--- config.mk ---
export PLATFORM = sky130hd
export DESIGN_NAME = conv_seq_ctrl
export DESIGN_NICKNAME = d
export VERILOG_FILES = /design/src/rtl/conv_seq_ctrl.sv
export SDC_FILE = /design/constraint.sdc
export NUM_CORES = 1
export LEC_CHECK = 0
export BUFFER_PORTS_ARGS = -buffer_cell sky130_fd_sc_hd__buf_4
export CAP_MARGIN = 20
export CORE_ASPECT_RATIO = 0.6
export CORE_UTILIZATION = 51
export DETAILED_ROUTE_END_ITERATION = 8
export PLACE_DENSITY = 0.87
export SETUP_SLACK_MARGIN = 0.2
export SKIP_CTS_REPAIR_TIMING = 1
export SLEW_MARGIN = 20
export SYNTH_ARGS = -nofsm -noshare
export SYNTH_HDL_FRONTEND = slang
export SYNTH_SLANG_ARGS = --single-unit
--- constraint.sdc ---
create_clock -name clk -period 2.2 [get_ports clk]
set_input_delay 0.33 -clock clk [delete_from_list [all_inputs] [get_ports clk]]
set_output_delay 0.33 -clock clk [all_outputs]
set_load 0.005 [all_outputs]
--- src/rtl/conv_seq_ctrl.sv ---
`default_nettype none
// ============================================================================
// Module   : conv_seq_ctrl
// Purpose  : Sequencing controller for the single-lane convolution datapath.
//            On start it loads an AS x AS activation tile and an FS x FS
//            filter over valid/ready streams. It then walks every output
//            position running FS*FS multiply-accumulate steps at each, and
//            streams the OS x OS results out. It owns the row/column/shift
//            loop counters mirroring the datapath and drives every datapath
//            clear, load and increment strobe.
// Ports    : clk, rst (async, active-high)
//            start, abort                  - job control
//            a_vld/a_rdy, f_vld/f_rdy      - activation / filter load streams
//            out_vld/out_rdy               - result stream handshake
//            busy, done                    - status (done = 1-cycle pulse)
//            clr rclr cclr sftrclr sftcclr - datapath clears
//            l fl mull addl resultl outl   - datapath loads
//            rl cl sftrl sftcl             - datapath counter increments
//            state[3:0]                    - current state, debug only
// Config   : CONV_SEQ_PIPE_EN - overlaps MUL of element k+1 with ACC of
//            element k (FS*FS+4 cycles per output instead of 2*FS*FS+3).
// Revision : 1.0 - initial release
// ============================================================================
module conv_seq_ctrl #(
    parameter int AS  = 6,
    parameter int FS  = 3,
    parameter int STR = 1,
    parameter int ZP  = 0
) (
    input  logic       clk,
    input  logic       rst,
    input  logic       start,
    input  logic       abort,
    input  logic       a_vld,
    input  logic       f_vld,
    output logic       a_rdy,
    output logic       f_rdy,
    output logic       out_vld,
    input  logic       out_rdy,
    output logic       busy,
    output logic       done,
    output logic       clr,
    output logic       rclr,
    output logic       cclr,
    output logic       sftrclr,
    output logic       sftcclr,
    output logic       l,
    output logic       fl,
    output logic       mull,
    output logic       addl,
    output logic       resultl,
    output logic       outl,
    output logic       rl,
    output logic       cl,
    output logic       sftrl,
    output logic       sftcl,
    output logic [3:0] state
);

    localparam int         c_OS     = ((AS + 2 * ZP - FS) / STR) + 1;
    localparam logic [2:0] c_AS_M1  = 3'(AS - 1);
    localparam logic [2:0] c_FS_M1  = 3'(FS - 1);
    localparam logic [2:0] c_FS_M2  = 3'(FS - 2);
    localparam logic [2:0] c_OS_M1  = 3'(c_OS - 1);
    localparam logic [7:0] c_STR    = 8'(STR);
    localparam logic [7:0] c_SEND   = 8'((c_OS - 1) * STR);

    typedef enum logic [3:0] {
        S_IDLE     = 4'd0,
        S_INIT     = 4'd1,
        S_LOAD_A   = 4'd2,
        S_LOAD_F   = 4'd3,
        S_MCLR     = 4'd4,
        S_MUL      = 4'd5,
        S_ACC      = 4'd6,
        S_STORE    = 4'd7,
        S_SHIFT    = 4'd8,
        S_OUT_RD   = 4'd9,
        S_OUT_WAIT = 4'd10,
        S_FIN      = 4'd11
`ifdef CONV_SEQ_PIPE_EN
        ,
        S_MAC      = 4'd12
`endif
    } state_t;

    state_t     r_state, w_next;
    logic [2:0] r_rc, r_cc, w_rc, w_cc;
    logic [7:0] r_sr, r_sc, w_sr, w_sc;
    logic       r_abrt, w_abrt;
    logic [2:0] w_lim;
    logic       w_col_end, w_row_end, w_step;

    // The row/column pair is shared by every phase; only its limit changes.
    always_comb begin
        case (r_state)
            S_LOAD_A:   w_lim = c_AS_M1;
            S_OUT_WAIT: w_lim = c_OS_M1;
            default:    w_lim = c_FS_M1;
        endcase
    end

    assign w_col_end = (r_cc == w_lim);
    assign w_row_end = (r_rc == w_lim);
    assign busy      = (r_state != S_IDLE);
    assign state     = r_state;

    always_comb begin
        w_next  = r_state;
        w_rc    = r_rc;
        w_cc    = r_cc;
        w_sr    = r_sr;
        w_sc    = r_sc;
        w_abrt  = r_abrt;
        w_step  = 1'b0;
        a_rdy   = 1'b0;
        f_rdy   = 1'b0;
        out_vld = 1'b0;
        done    = 1'b0;
        clr     = 1'b0;
        rclr    = 1'b0;
        cclr    = 1'b0;
        sftrclr = 1'b0;
        sftcclr = 1'b0;
        l       = 1'b0;
        fl      = 1'b0;
        mull    = 1'b0;
        addl    = 1'b0;
        resultl = 1'b0;
        outl    = 1'b0;
        rl      = 1'b0;
        cl      = 1'b0;
        sftrl   = 1'b0;
        sftcl   = 1'b0;

        if (abort && (r_state != S_IDLE)) begin
            // Abort wins over any handshake this cycle: nothing is accepted,
            // and the following INIT cycle issues the clears before IDLE.
            w_next = S_INIT;
            w_abrt = 1'b1;
        end else begin
            case (r_state)
                S_IDLE: begin
                    if (start) w_next = S_INIT;
                end
                S_INIT: begin
                    clr     = 1'b1;
                    rclr    = 1'b1;
                    cclr    = 1'b1;
                    sftrclr = 1'b1;
                    sftcclr = 1'b1;
                    w_rc    = '0;
                    w_cc    = '0;
                    w_sr    = '0;
                    w_sc    = '0;
                    w_abrt  = 1'b0;
                    w_next  = r_abrt ? S_IDLE : S_LOAD_A;
                end
                S_LOAD_A: begin
                    a_rdy = 1'b1;
                    if (a_vld) begin
                        l      = 1'b1;
                        w_step = 1'b1;
                        if (w_col_end && w_row_end) w_next = S_LOAD_F;
                    end
                end
                S_LOAD_F: begin
                    f_rdy = 1'b1;
                    if (f_vld) begin
                        fl     = 1'b1;
                        w_step = 1'b1;
                        if (w_col_end && w_row_end) w_next = S_MCLR;
                    end
                end
                S_MCLR: begin
                    clr    = 1'b1;
                    w_next = S_MUL;
                end
                S_MUL: begin
                    mull = 1'b1;
`ifdef CONV_SEQ_PIPE_EN
                    w_next = (FS == 1) ? S_ACC : S_MAC;
`else
                    w_next = S_ACC;
`endif
                end
`ifdef CONV_SEQ_PIPE_EN
                S_MAC: begin
                    // Multiply element k+1 while accumulating element k; the
                    // counter tracks the element being accumulated, so the
                    // hand-off to the draining ACC happens at FS*FS-2.
                    mull   = 1'b1;
                    addl   = 1'b1;
                    w_step = 1'b1;
                    if ((r_rc == c_FS_M1) && (r_cc == c_FS_M2)) w_next = S_ACC;
                end
`endif
                S_ACC: begin
                    addl   = 1'b1;
                    w_step = 1'b1;
                    w_next = (w_col_end && w_row_end) ? S_STORE : S_MUL;
                end
                S_STORE: begin
                    resultl = 1'b1;
                    w_next  = S_SHIFT;
                end
                S_SHIFT: begin
                    w_next = S_MCLR;
                    if (r_sc == c_SEND) begin
                        sftcclr = 1'b1;
                        sftrl   = 1'b1;
                        w_sc    = '0;
                        if (r_sr == c_SEND) begin
                            sftrclr = 1'b1;
                            w_sr    = '0;
                            w_next  = S_OUT_RD;
                        end else begin
                            w_sr = r_sr + c_STR;
                        end
                    end else begin
                        sftcl = 1'b1;
                        w_sc  = r_sc + c_STR;
                    end
                end
                S_OUT_RD: begin
                    outl   = 1'b1;
                    w_next = S_OUT_WAIT;
                end
                S_OUT_WAIT: begin
                    out_vld = 1'b1;
                    if (out_rdy) begin
                        w_step = 1'b1;
                        w_next = (w_col_end && w_row_end) ? S_FIN : S_OUT_RD;
                    end
                end
                S_FIN: begin
                    done   = 1'b1;
                    w_next = S_IDLE;
                end
                default: w_next = S_IDLE;
            endcase

            // Shared row/column step: a column end replaces the column
            // increment with a clear plus row increment; the final row end
            // also clears the row so the pair wraps to (0,0).
            if (w_step) begin
                if (w_col_end) begin
                    cclr = 1'b1;
                    rl   = 1'b1;
                    w_cc = '0;
                    if (w_row_end) begin
                        rclr = 1'b1;
                        w_rc = '0;
                    end else begin
                        w_rc = r_rc + 3'd1;
                    end
                end else begin
                    cl   = 1'b1;
                    w_cc = r_cc + 3'd1;
                end
            end
        end
    end

    always_ff @(posedge clk or posedge rst) begin
        if (rst) begin
            r_state <= S_IDLE;
            r_rc    <= '0;
            r_cc    <= '0;
            r_sr    <= '0;
            r_sc    <= '0;
            r_abrt  <= 1'b0;
        end else begin
            r_state <= w_next;
            r_rc    <= w_rc;
            r_cc    <= w_cc;
            r_sr    <= w_sr;
            r_sc    <= w_sc;
            r_abrt  <= w_abrt;
        end
    end

endmodule
`default_nettype wire

==> results.cfg <==
[cells_and_area]
syn2layout_area_growth_pct = 39.6
fin_util = 0.771
layout-drive-gt1-share = 0.365
final_cell_count_no_fill = 330
final_nets = 297
n_antenna_cell = 0
fin_area_um2 = 2610

[place]
gp_congestion = 0.875
place_ws_ps = 27.5
dpl.cell_count = 317
dp_hpwl_mm = 3.48
dpl_cell_area_um2 = 2300
port-buffer-count = 30

[worst_setup_path]
start_kind = register
crit_chain = buf_12 > nand2b_1 > or4_4 > o21a_4 > nor2_1 > buf_4
end_kind = output port
crit_arrival_ps = 2030
crit_required_ps = 1870
criticalPathCategory = register to output port
crit_family = simple AND/OR/NAND/NOR gates
cp.buffers_inverters = 2
worstPathMaxFanout = 6
slowest_stage = or4_4
critical_path.max_stage_delay_ps = 490

[drt]
wl_per_cell_um = 16.0
drt_first_iter_violations = 138
vias = 1939
firstDrtPassIters = 5
postRouteAntennaNets = 0
drc_errors = 0
vias_per_cell = 5.88
wirelength_mm = 5.28

[sta]
setup_ws_ps = -161
fin_crit_sh = 1.07
tightest_slew_ps = 522
rsz0062_at_grt = true
setup_viol = 6
fin_crit_ps = 2360
maxSlewHeadroom = 0.648
final_max_slew_viol_count = 0
hold_viol = 0
tns_ps = -872
hold_slack_ps = 109
max_freq_mhz = 424
finalClockSkew_ps = 3.51

[floorplan]
die_area_um2 = 3920
core_um2 = 3380
die_h_um = 48.9
ios = 31
start_util = 0.553
die_width_um = 80.2
rows = 16

[yosys]
yosysWarnings = 0
yosys.area.top_type = dfrtp_1
ys_async_sr_fraction = 1.00
syn_area_um2 = 1870
syn_inst = 231
yosysMostFrequentCell = dfrtp_1
synth-seq-area-share = 0.361
synthTopCellsByArea = dfrtp_1 (36%), nand2_1 (5.2%), nor2_1 (5.2%)
ys_types = 49
synth_nets = 242
ys.flop_type = dfrtp_1
yosysTopAreaCellShare = 0.361
synthTopCellsByCount = dfrtp_1 (27), nand2_1 (26), nor2_1 (26), o21ai_0 (15), nand3_1 (12)
syn_avg_cell_area_um2 = 8.09
synth-seq-cells = 27
synth_edf_count = 0

[global_route]
grt_pass1_vias = 1655
grt_pass1_wl_mm = 7.71
grt_use_met3 = 0.0561
use_met1 = 0.403
grt_overflow = 0
gr-max-usage-layer = met1
grt_max_degree = 28
antenna_found_initial = 0
grtUsageMet2 = 0.349
track_usage = 0.254

[cts]
root_buffer = clkbuf_8
tritoncts = yes
numCtsBuffers = 3
clock-sinks = 27
cts.path.max_buffers = 2
cts-htree-levels = 1
clock_latency_ps = 280
clkTransAtPathRegs_ps = 90

[run_status]
violations = setup timing
run_status = finished, violations left

[power_and_ir_drop]
leakagePower_nw = 1.12
finalPower_mw = 2.31
ir_worst_vdd_v = 0.000573
powerDensity_nw_per_um2 = 886

[min_path]
min_path_type = primary input to async pin

[flow_run]
maxCapViolCount = 0
==> path summary, 6_finish.rpt <==
path | start | to | slack [ps] | cells past startpoint
worst max register to register | state[2]$_DFFE_PP0P_ | r_sc[6]$_DFFE_PP0P_ | 10 | 7
worst max-delay path | state[2]$_DFFE_PP0P_ | sftrclr | -160 | 6
max in group asynchronous | rst | state[2]$_DFFE_PP0P_ | 1800 | 3
min in group clk | start | state[1]$_DFFE_PP0P_ | 330 | 3
worst min register to register | r_abrt$_DFFE_PP0P_ | r_abrt$_DFFE_PP0P_ | 550 | 2
worst min-delay path | rst | r_sr[4]$_DFFE_PP0P_ | 110 | 3
==> area by class of cell <==
class	count	area, um^2
clock inverters	1	5.00
multi-input cells	181	1260
well taps	45	56.3
flip-flops and latches	27	681
clock buffers	3	41.3
fillers	219	773
inverters	12	45.0
repair buffers	61	517
==> routing by layer <==
layer,vias to the layer above,part of all wire
li1,924,-
met1,934,0.47
met2,71,0.46
met3,10,0.055
met4,0,0.013
met5,-,0
==> kinds of logic after synthesis <==
logic type,count (synthesis),share of synthesized area
XOR/XNOR,12,0.0562
AO/OA/AOI/OAI,47,0.163
buffers and inverters,23,0.0562
AND/OR/NAND/NOR,112,0.303
flip-flops,27,0.361
multiplexers,6,0.0335
adder cells (fa/ha/maj),4,0.0268
==> layout by cell type (no fill, tap or decap), drive strengths merged, types with 2 or more instances in the layout <==
cell type	instances
mux2	2
nor2	26
buf	59
a21oi	8
and2	4
o211ai	2
or4	2
xor2	4
xnor2	8
dfrtp	27
nand3	12
nor3	7
o22ai	2
or2	3
nor4	4
o31ai	3
ha	4
nand2	26
inv	12
o21ai	17
o41ai	2
nand4	3
or3	7
and3	2
clkbuf	5
nor2b	2
nand2b	10
a21boi	2
mux2i	4
nor4b	3
==> where the power goes <==
group	total, mW	switching (mW)	internal, mW
registers	0.678	0.108	0.570
clock network	0.288	0.160	0.127
logic	1.35	0.652	0.693
==> tightest hold or removal path: cells and delay by family <==
kind,cells,cell delay (ps)
buf+inv,3,480
==> flip-flops by register name, summed over array words and instances (netlist names) <==
signal / cells
r_rc: 3
r_cc: 3
r_sr: 8
state: 4
r_abrt: 1
r_sc: 8
Note: power is estimated with default switching activity, not from simulation.
